File: src/rtl/vga_timing_gen.sv
// vga_timing_gen: 640x480@60 raster timing (counters, syncs, blank, pixel clock) from the system clock.
// Latency: hsync/vsync/blank_n are decoded from the new x/y on the same edge; one extra pixel when VGA_SYNC_PIPE_EN is defined.
// Backpressure: none; free-running, every pixel advance is signalled by a one-clk pix_ce pulse.
//
// Ports:
//   clk, rst_n         system clock, asynchronous active-low reset
//   x, y               pixel / line counters (0..H_TOTAL-1, 0..V_TOTAL-1), sync pulse starts at 0
//   hsync, vsync       active-low syncs
//   blank_n            high inside the visible window
//   vga_clk            pixel clock to the DAC; counters change on its falling edge
//   sync_n             DAC composite sync, tied low
//   pix_ce             one-clk pulse on the edge the counters advance
//   frame_start        one-clk pulse on the edge (x,y) wraps to (0,0)
// Optional: define VGA_SYNC_PIPE_EN to delay hsync/vsync/blank_n by one pixel, aligning
//           them with data from a one-cycle-latency frame memory addressed by x/y.

module vga_timing_gen #(
  parameter int CLK_DIV  = 2,
  parameter int H_SYNC   = 96,
  parameter int H_BACK   = 48,
  parameter int H_ACTIVE = 640,
  parameter int H_FRONT  = 16,
  parameter int V_SYNC   = 2,
  parameter int V_BACK   = 33,
  parameter int V_ACTIVE = 480,
  parameter int V_FRONT  = 10
) (
  input  logic       clk,
  input  logic       rst_n,
  output logic [9:0] x,
  output logic [9:0] y,
  output logic       hsync,
  output logic       vsync,
  output logic       blank_n,
  output logic       vga_clk,
  output logic       sync_n,
  output logic       pix_ce,
  output logic       frame_start
);

  localparam int H_TOTAL = H_SYNC + H_BACK + H_ACTIVE + H_FRONT;
  localparam int V_TOTAL = V_SYNC + V_BACK + V_ACTIVE + V_FRONT;
  localparam int DIV_W   = (CLK_DIV > 2) ? $clog2(CLK_DIV) : 1;

  localparam logic [9:0] H_LAST   = 10'(H_TOTAL - 1);
  localparam logic [9:0] V_LAST   = 10'(V_TOTAL - 1);
  localparam logic [9:0] H_SYNC_E = 10'(H_SYNC);
  localparam logic [9:0] V_SYNC_E = 10'(V_SYNC);
  localparam logic [9:0] H_ACT_LO = 10'(H_SYNC + H_BACK);
  localparam logic [9:0] H_ACT_HI = 10'(H_SYNC + H_BACK + H_ACTIVE);
  localparam logic [9:0] V_ACT_LO = 10'(V_SYNC + V_BACK);
  localparam logic [9:0] V_ACT_HI = 10'(V_SYNC + V_BACK + V_ACTIVE);

  localparam logic [DIV_W-1:0] DIV_LAST = DIV_W'(CLK_DIV - 1);
  localparam logic [DIV_W-1:0] DIV_HALF = DIV_W'(CLK_DIV / 2);

  logic [DIV_W-1:0] div;
  logic [DIV_W-1:0] div_nxt;
  logic             tick;
  logic             x_wrap;
  logic             y_wrap;
  logic [9:0]       x_nxt;
  logic [9:0]       y_nxt;
  logic [9:0]       dec_x;
  logic [9:0]       dec_y;

  assign sync_n = 1'b0;

  // tick marks the last system clock of a pixel; everything pixel-rate moves on it.
  always_comb begin
    tick    = (div == DIV_LAST);
    div_nxt = tick ? '0 : div + 1'b1;
    x_wrap  = (x == H_LAST);
    y_wrap  = (y == V_LAST);
    x_nxt   = x_wrap ? 10'd0 : x + 10'd1;
    y_nxt   = y;
    if (x_wrap) begin
      y_nxt = y_wrap ? 10'd0 : y + 10'd1;
    end
`ifdef VGA_SYNC_PIPE_EN
    // Decode the coordinate being left behind, i.e. one pixel late.
    dec_x = x;
    dec_y = y;
`else
    // Decode the coordinate being entered, so syncs line up with x/y.
    dec_x = x_nxt;
    dec_y = y_nxt;
`endif
  end

  always_ff @(posedge clk or negedge rst_n) begin
    if (!rst_n) begin
      div         <= '0;
      x           <= 10'd0;
      y           <= 10'd0;
      hsync       <= 1'b0;
      vsync       <= 1'b0;
      blank_n     <= 1'b0;
      vga_clk     <= 1'b0;
      pix_ce      <= 1'b0;
      frame_start <= 1'b0;
    end else begin
      div         <= div_nxt;
      // High half of the divider cycle; falls together with the counter update.
      vga_clk     <= (div_nxt >= DIV_HALF);
      pix_ce      <= tick;
      frame_start <= tick && x_wrap && y_wrap;
      if (tick) begin
        x       <= x_nxt;
        y       <= y_nxt;
        hsync   <= (dec_x >= H_SYNC_E);
        vsync   <= (dec_y >= V_SYNC_E);
        blank_n <= (dec_x >= H_ACT_LO) && (dec_x < H_ACT_HI) &&
                   (dec_y >= V_ACT_LO) && (dec_y < V_ACT_HI);
      end
    end
  end

endmodule

File: config.mk
export PLATFORM = sky130hd
export DESIGN_NAME = vga_timing_gen
export DESIGN_NICKNAME = d
export VERILOG_FILES = /design/src/rtl/vga_timing_gen.sv
export SDC_FILE = /design/constraint.sdc
export NUM_CORES = 1
export LEC_CHECK = 0
export CORE_UTILIZATION = 53
export CTS_CLUSTER_DIAMETER = 150
export DETAILED_ROUTE_END_ITERATION = 8
export PLACE_DENSITY_LB_ADDON = 0.25
export SLEW_MARGIN = 20
export SYNTH_ARGS = -nofsm -noshare
export SYNTH_HDL_FRONTEND = slang
export SYNTH_SLANG_ARGS = --single-unit
File: constraint.sdc
create_clock -name clk -period 3.2 [get_ports clk]
set_clock_uncertainty 0.2 [all_clocks]
set_input_delay 0.96 -clock clk [delete_from_list [all_inputs] [get_ports clk]]
set_output_delay 0.96 -clock clk [all_outputs]
set_load 0.05 [all_outputs]
**After elaboration in Yosys (flattened, before gate mapping)**

Cells that the tools add are included.

- Order comparisons: 7
- Multiplexer cells: 4
- Reduce and logical (&&, ||, !) cells: 5
- Add/subtract/negate cells: 3
- Equal/unequal tests: 2

Operator list:

| operator | count |
|---|---|
| two-way mux 10 bit | 3 |
| adder 10 x 1 -> 10 bit, second input constant | 2 |
| equality test 10 bit, second input constant | 2 |
| < comparator 10 bit, second input constant | 2 |
| >= comparator 10 x 2 -> 1 bit, second input constant | 1 |
| >= comparator 10 x 6 -> 1 bit, second input constant | 1 |
| >= comparator 10 x 7 -> 1 bit, second input constant | 1 |
| >= comparator 10 x 8 -> 1 bit, second input constant | 1 |
| logical AND 1 bit | 5 |
| adder 1 bit, second input constant | 1 |
| >= comparator 1 bit, second input constant | 1 |
| two-way mux 1 bit | 1 |

- Bits in registers: 27
- Word-level logic and storage cells: 30
- Output and inout port bits: 27
- Input bits: 2

**Depth between registers and ports, before layout**

Gate-level depths: netlist of run 1.

- Word-level depth: 6
- Depth in mapped cells: 10
- Mapped depth without buffers: 9

**Worst setup path after synthesis of run 1**

OpenSTA, ideal clock, no wires.

- Path type: flip-flop to flip-flop
- From: register y[0]
- To: register blank_n
- Data arrival time: 2.542 ns
- Setup time: 0.120 ns
- Setup slack: 0.337 ns
- Cell stages (with the launch flop): 11
- Path buffers: 1
- Data required time: 2.880 ns
- Clock period less this slack: 2.863 ns
- Path through: dfrtp_1 > buf_4 > inv_1 > ha_1 > or4b_4 > nor4_4 > o221ai_2 > a221oi_2 > a31oi_1 > o211ai_2 > o21ai_2

- Word-level cells in the longest chain between the ends: 6
- Elaborated cells on any way between the ends: 8
- Those cells by class: add/sub (1); order compare (2); eq/ne (1); mux (2); reduce/logical (2)

Ends and longest elaborated chain:

| what | RTL line | text |
|---|---|---|
| start: declaration | 31 | `output logic [9:0] y,` |
| start signal: assignment | 110 | `y <= y_nxt;` |
| adder 10 x 1 -> 10 bit / equality test 10 bit (equally long branches) | 78, 74 |  |
| two-way mux 10 bit | 78 | `y_nxt = y_wrap ? 10'd0 : y + 10'd1;` |
| two-way mux 10 bit * | 77 | `if (x_wrap) begin` |
| >= comparator 10 x 6 -> 1 bit | 114 | `(dec_y >= V_ACT_LO) && (dec_y < V_ACT_HI);` |
| logical AND 1 bit | 113 | `blank_n <= (dec_x >= H_ACT_LO) && (dec_x < H_ACT_HI) &&` |
| logical AND 1 bit * | 114 |  |
| end signal: assignment | 113 |  |
| end: declaration | 34 | `output logic blank_n,` |

Mark *: on every way between the ends. The rest lies on a longest branch, timed or not.
A chain may end at the register's enable or synchronous reset.

**Worst setup path after layout of run 1**

- From: register x[6]
- To: output port x[6]

RTL lines:

| what | RTL line | text |
|---|---|---|
| start: declaration | 30 | `output logic [9:0] x,` |
| start signal: assignment | 109 | `x <= x_nxt;` |

No word-level cell between the ends.

==> impl_metrics.py, run 1 <==
metrics = {
    "run_status": {
        "outcome": "complete, no violations",
    },
    "sta": {
        "worstMarginPinSlew_ps": 616.2,
        "finalSetupViolations": 0,
        "setup_tns_ps": 0,
        "hold_violations": 0,
        "min_period_over_period_pct": 95.60,
        "drv_slew": 0,
        "period_minus_slack_ps": 3059,
        "slew-limit-headroom_pct": 58.70,
        "rsz0062_at_grt": "false",
        "max_freq_mhz": 326.9,
    },
    "global_route": {
        "grt_max_degree": 27,
        "grt_pass1_wl_mm": 6.817,
        "track_usage_pct": 24.56,
        "grt_pass1_vias": 1520,
        "antenna_found_initial": 0,
        "overflow": 0,
    },
    "critical_path": {
        "cpMaxStageDelayCell": "clkdlybuf4s50_1",
        "start_kind": "flip-flop",
        "cp-end-kind": "output port",
        "cp.depth": 1,
        "cp_cell_sequence": "clkdlybuf4s50_1",
        "slowest_delay_ps": 910,
        "cp.arrival_ps": 1900,
        "worstPathRequired_ps": 2040,
        "reg2reg_depth": 9,
        "path_max_fanout": 14,
        "crit_buf_inv": 1,
        "critical_path.top_delay_family": "buffers and inverters",
        "critPathKind": "flip-flop to output port",
    },
    "clocking": {
        "postCtsSetupRepairBufs": 0,
        "cts_tree": "built",
        "clockBufferDepth": 2,
        "cts_buffers": 3,
        "htree_levels": 1,
        "cts_resized": 0,
        "clk_pin_slew_ps": 140,
        "ctsHoldBuffers": 0,
        "root_buffer": "clkbuf_4",
        "cts.sinks": 26,
        "clk_latency_ps": 320,
    },
    "hold_path": {
        "hold_class": "flip-flop to flip-flop",
        "hold-path-cell-count": 2,
    },
    "final_layout": {
        "drive_above_1_share_pct": 9.735,
        "nets": 234,
        "stdcell_count": 270,
        "regArea_um2": 650.6,
        "fillers": 277,
        "diodes": 0,
        "area_delta_synth_final_pct": 15.38,
        "multiInputGateArea_um2": 1021,
    },
    "logic_synthesis": {
        "yosys_register_bits": 26,
        "synth_edf_count": 0,
        "async_reset_ff_share_pct": 100.0,
        "synth_flop_cell": "dfrtp_1",
        "syn_area_per_cell_um2": 8.722,
        "syn-num-nets": 213,
        "ys_types": 59,
        "synth_area_um2": 1805,
        "synth-seq-area-share_pct": 36.04,
        "ys.warnings.count": 0,
        "syn_inst": 207,
    },
    "routing": {
        "drc": 0,
        "vias": 1637,
        "dr.pass1.iters": 4,
        "detail_route.vias_per_cell": 6.063,
        "wl_per_cell_um": 14.60,
        "ant_nets": 0,
        "routed_wirelength_mm": 3.943,
        "dr.first_iter.drc_count": 103,
    },
    "power": {
        "p_sw_share_pct": 21.70,
        "comb_power_share_pct": 2.3,
        "switching_power_uw": 103.8,
        "p_per_area_nw_per_um2": 229.6,
        "p_int_uw": 374.5,
        "seqPwrFrac_pct": 68.7,
        "ir_worst_vdd_mv": 0.1683,
        "clkPwrFrac_pct": 29.0,
        "p_leak_uw": 0.0008070,
    },
    "floorplan": {
        "die-area_um2": 3644,
        "die_x_um": 60.37,
        "die_h_um": 60.37,
        "start_util_pct": 57.26,
        "io_pins": 29,
        "num_rows": 20,
        "coreArea_um2": 3153,
    },
    "place": {
        "dp_hpwl_mm": 2.886,
        "port_buffers": 27,
        "dpl.cell_count": 267,
        "gp_congestion": 0.9370,
    },
    "job": {
        "cap_violations": 0,
    },
}
[per-layer routing]
metal / routed length [um] / vias up / track usage [%]
li1: - / 789 / -
met1: 1642 / 790 / 29.95
met2: 2078 / 51 / 42.54
met3: 156 / 7 / 3.838
met4: 65 / 0 / 11.30
met5: 0 / - / 0
[cells in the mapped netlist, types with 3 or more instances]
| master | count | area (um2) |
|---|---|---|
| o21ai_0 | 20 | 100.1 |
| o31ai_1 | 3 | 22.52 |
| ha_1 | 4 | 50.05 |
| nor4_1 | 3 | 18.77 |
| a31oi_1 | 5 | 31.28 |
| clkbuf_1 | 4 | 15.01 |
| xor2_1 | 3 | 26.28 |
| nor2_1 | 18 | 67.56 |
| nand3_1 | 12 | 60.06 |
| nand4_1 | 9 | 56.30 |
| dfrtp_1 | 26 | 650.6 |
| a21oi_1 | 6 | 30.03 |
| nand2_1 | 20 | 75.07 |
| and3_1 | 5 | 31.28 |
| xnor2_1 | 6 | 52.55 |
| buf_4 | 4 | 30.03 |
| inv_1 | 7 | 26.28 |
| buf_6 | 4 | 45.04 |
[cells in the final DEF (no fill, tap or decap), types with 3 or more instances in the layout]
master | netlist | routed
a21oi_1 | 6 | 6
a31oi_1 | 5 | 5
and3_1 | 5 | 5
buf_4 | 4 | 5
clkbuf_4 | 0 | 3
clkdlybuf4s50_1 | 0 | 27
dfrtp_1 | 26 | 26
ha_1 | 4 | 4
inv_1 | 7 | 7
nand2_1 | 20 | 20
nand3_1 | 12 | 12
nand4_1 | 9 | 9
nor2_1 | 18 | 18
nor4_1 | 3 | 3
o21ai_0 | 20 | 20
o31ai_1 | 3 | 3
xnor2_1 | 6 | 6
xor2_1 | 3 | 3
[layout make-up]
cell class / instances / area share (%)
inverter: 7 / 1.261
tap: 44 / 2.643
multi-input combinational: 158 / 49.01
sequential: 26 / 31.23
timing repair buffer: 32 / 14.77
clock buffer: 3 / 1.081
[logic make-up (layout without fill, tap and decap cells)]
group / after synthesis / in the layout / synth area share (%)
AND/OR/NAND/NOR: 89 / 89 / 27.17
AO/OA/AOI/OAI: 53 / 53 / 20.86
flip-flops: 26 / 26 / 36.04
buffers and inverters: 23 / 42 / 7.415
XOR/XNOR: 9 / 9 / 4.366
adder cells (fa/ha/maj): 4 / 4 / 2.772
multiplexers: 2 / 2 / 1.178
other: 1 / 1 / 0.2077
[registers in the layout, indices dropped and copies added, names as in the netlist]
| signal | cells |
|---|---|
| blank_n | 1 |
| div | 1 |
| frame_start | 1 |
| hsync | 1 |
| pix_ce | 1 |
| vsync | 1 |
| x | 10 |
| y | 10 |
[power by group through the flow]
| stage | Clock (uW) | Sequential (uW) | Combinational (uW) |
|---|---|---|---|
| global route | 155 | 329 | 12.7 |
| floorplan | 0 | 335 | 3.50 |
| CTS | 144 | 329 | 11.2 |
| finish | 139 | 329 | 10.8 |
| global placement | 0 | 335 | 11.2 |
| detailed placement | 0 | 335 | 11.3 |
[path summary, 6_finish.rpt]
check                                         to  slack [ps]           startpoint
hold reg to reg              blank_n$_DFFE_PN0P_         320  blank_n$_DFFE_PN0P_
setup reg to reg             blank_n$_DFFE_PN0P_         450     y[0]$_DFFE_PN0P_
max in group asynchronous  frame_start$_DFF_PN0_        1740                rst_n
hold / removal               blank_n$_DFFE_PN0P_         320  blank_n$_DFFE_PN0P_
min in group asynchronous       y[4]$_DFFE_PN0P_         790                rst_n
setup / recovery                            x[6]         140     x[6]$_DFFE_PN0P_
[per-stage QoR]
stage               setup WS [ps]  util (%)  hold WS [ps]  total power (uW)  instance area (um2)
finish                      140.7     66.07         315.1             478.2                 2083
global route                71.18     66.07         338.9             496.5                 2083
CTS                         139.3     66.07         325.7             483.4                 2083
detailed placement          451.3     65.36         280.1             346.1                 2061
global placement            494.4     65.36         278.7             345.9                 2061
floorplan                   337.3         -         464.4             338.4                 1805
Power figures use the tool's default switching activity.
==> run 2: changes to the inputs <==
--- a/config.mk
+++ b/config.mk
@@ -5,6 +5,7 @@
 export SDC_FILE = /design/constraint.sdc
 export NUM_CORES = 1
 export LEC_CHECK = 0
+export ABC_AREA = 1
 export CORE_UTILIZATION = 53
 export CTS_CLUSTER_DIAMETER = 150
 export DETAILED_ROUTE_END_ITERATION = 8
==> run 2 against run 1 <==
Effect of this change: synthesized cell count increased by 24%; flip-flop and latch count unchanged; via count increased by 3.7%; sequential share of layout area decreased by 0.66 points; final area increased by 2.2%; routed wire length decreased by 2.5%; critical path depth unchanged; register-to-register slack improved by 450 ps; die area decreased by 1.9%.
==> impl_metrics.py, run 2 <==
metrics = {
    "clocking": {
        "postCtsSetupRepairBufs": 0,
        "root_buffer": "clkbuf_4",
        "clk_latency_ps": 330,
        "cts.sinks": 26,
        "ctsHoldBuffers": 0,
        "cts_tree": "built",
        "cts_buffers": 3,
        "cts_resized": 0,
        "htree_levels": 1,
        "clk_pin_slew_ps": 160,
        "clockBufferDepth": 2,
    },
    "logic_synthesis": {
        "synth_flop_cell": "dfrtp_1",
        "synth_commonest_cells": "nand2_1 (81), nor2_1 (32), dfrtp_1 (26)",
        "synth_edf_count": 0,
        "synth_area_um2": 1769,
        "syn-num-nets": 263,
        "syn_area_per_cell_um2": 6.884,
        "synthTopCellsByArea": "dfrtp_1 (37%), nand2_1 (17%), nor2_1 (6.8%), nand3_1 (5.4%), inv_1 (5.3%)",
        "ys_types": 30,
        "synth-seq-area-share_pct": 36.78,
        "yosysTopAreaCellShare_pct": 36.78,
        "synth_top_area_cell": "dfrtp_1",
        "syn_inst": 257,
        "synth.most_common_cell": "nand2_1",
        "ys.warnings.count": 0,
        "async_reset_ff_share_pct": 100.0,
        "yosys_register_bits": 26,
    },
    "hold_path": {
        "hold_class": "flip-flop to flip-flop",
    },
    "sta": {
        "hold_violations": 0,
        "min_period_over_period_pct": 89.31,
        "max_freq_mhz": 349.9,
        "rsz0062_at_grt": "false",
        "finalSetupViolations": 0,
        "period_minus_slack_ps": 2858,
        "setup_tns_ps": 0,
        "worstMarginPinSlew_ps": 682.6,
        "slew-limit-headroom_pct": 54.21,
        "drv_slew": 0,
    },
    "critical_path": {
        "cp.arrival_ps": 1700,
        "worstPathRequired_ps": 2040,
        "cpMaxStageDelayCell": "clkdlybuf4s50_1",
        "crit_buf_inv": 1,
        "start_kind": "flip-flop",
        "critical_path.top_delay_family": "buffers and inverters",
        "path_max_fanout": 8,
        "cp_cell_sequence": "clkdlybuf4s50_1",
        "critPathKind": "flip-flop to output port",
        "cp-end-kind": "output port",
        "slowest_delay_ps": 850,
    },
    "global_route": {
        "grt_pass1_wl_mm": 6.561,
        "overflow": 0,
        "antenna_found_initial": 0,
        "grt_max_degree": 28,
        "grt_pass1_vias": 1432,
        "track_usage_pct": 24.22,
    },
    "floorplan": {
        "die_x_um": 59.78,
        "die-area_um2": 3573,
        "coreArea_um2": 3103,
        "start_util_pct": 57.02,
        "num_rows": 20,
        "io_pins": 29,
        "die_h_um": 59.78,
    },
    "place": {
        "port_buffers": 27,
        "dp_hpwl_mm": 2.861,
        "dpl.cell_count": 324,
        "gp_congestion": 0.9287,
    },
    "run_status": {
        "outcome": "complete, no violations",
    },
    "routing": {
        "vias": 1697,
        "drc": 0,
        "dr.pass1.iters": 4,
        "ant_nets": 0,
        "routed_wirelength_mm": 3.843,
        "dr.first_iter.drc_count": 85,
        "wl_per_cell_um": 11.72,
        "detail_route.vias_per_cell": 5.174,
    },
    "final_layout": {
        "diodes": 0,
        "drive_above_1_share_pct": 10.21,
        "mostFrequentLayoutCell": "nand2_1",
        "area_delta_synth_final_pct": 20.30,
        "stdcell_count": 328,
        "layout_common_cells": "nand2_1 (81), nor2_1 (32), clkdlybuf4s50_1 (27)",
        "reg_top3": "x (10), y (10)",
        "nets": 291,
    },
    "power": {
        "p_per_area_nw_per_um2": 268.2,
        "ir_worst_vdd_mv": 0.1303,
        "p_leak_uw": 0.001066,
    },
    "job": {
        "cap_violations": 0,
    },
}
-- run 2: cell types whose count changed after synthesis, moves of 4 or more --
cell	before	now
nand4_1	9	4
a31oi_1	5	1
nand2_1	20	81
inv_1	7	25
nor2_1	18	32
o21ai_0	20	14
xnor2_1	6	1
a21oi_1	6	1
and3_1	5	0
inv_2	0	5
nand2_2	0	8
nand3_1	12	19
-- run 2: path summary, 6_finish.rpt --
kind,from,cells after the start,end,slack [ps]
max,y[2]$_DFFE_PN0P_,1,y[2],340
min,blank_n$_DFFE_PN0P_,2,blank_n$_DFFE_PN0P_,300
max reg2reg,x[0]$_DFFE_PN0P_,13,blank_n$_DFFE_PN0P_,900
min reg2reg,blank_n$_DFFE_PN0P_,2,blank_n$_DFFE_PN0P_,300
max in group asynchronous,rst_n,2,blank_n$_DFFE_PN0P_,1780
min in group asynchronous,rst_n,2,y[1]$_DFFE_PN0P_,770
-- run 2: per-stage QoR --
| step | total power, uW | area, um2 | util (%) | hold slack [ps] | setup WS [ps] |
|---|---|---|---|---|---|
| 5_1_grt | 587.8 | 2128 | 68.59 | 353.3 | 281.0 |
| 6_report | 570.8 | 2128 | 68.59 | 301.9 | 342.1 |
| 4_1_cts | 576.9 | 2128 | 68.59 | 309.7 | 343.2 |
| 3_5_place_dp | 346.1 | 2076 | 66.90 | 268.2 | 729.1 |
| 2_1_floorplan | 338.4 | 1769 | - | 464.4 | 968.2 |
| 3_3_place_gp | 346.0 | 2076 | 66.90 | 274.8 | 744.0 |
-- run 2: area by class of cell --
| type | count | area [um2] |
|---|---|---|
| Clock inverter | 1 | 30.03 |
| Tap cell | 44 | 55.05 |
| Multi-Input combinational cell | 193 | 964.7 |
| Fill cell | 287 | 974.7 |
| Timing Repair Buffer | 29 | 285.3 |
| Clock buffer | 3 | 22.52 |
| Sequential cell | 26 | 650.6 |
| Inverter | 32 | 120.1 |
-- run 2: layer usage --
layer / GRT usage [%] / part of all wire (%)
met1: 35.99 / 49
met2: 37.46 / 45
met3: 3.030 / 4.8
met4: 5.648 / 0.81
met5: 0 / 0
-- run 2: report_power, final --
group / total (uW) / switching (uW) / internal, uW
clock network: 232 / 105 / 127
logic: 10.6 / 8.68 / 1.87
registers: 329 / 0 / 329
total: 571 / 114 / 457
-- run 2: cells by family (layout without fill, tap and decap cells) --
| logic type | count (synthesis) | count (layout) | share of synthesized area [%] |
|---|---|---|---|
| other | 1 | 1 | 0.2120 |
| AOI/OAI and AO/OA | 28 | 28 | 9.123 |
| buffers and inverters | 38 | 65 | 8.699 |
| DFF | 26 | 26 | 36.77 |
| adders and majority gates | 4 | 4 | 2.829 |
| and+or+nand+nor | 156 | 156 | 40.38 |
| xor gates and xnor gates | 4 | 4 | 1.981 |
-- run 2: tightest hold or removal path, cell delays in order, from the launching register on --
cell,delay [ps]
dfrtp_1,370
nand2_1,50
nand2_1,60
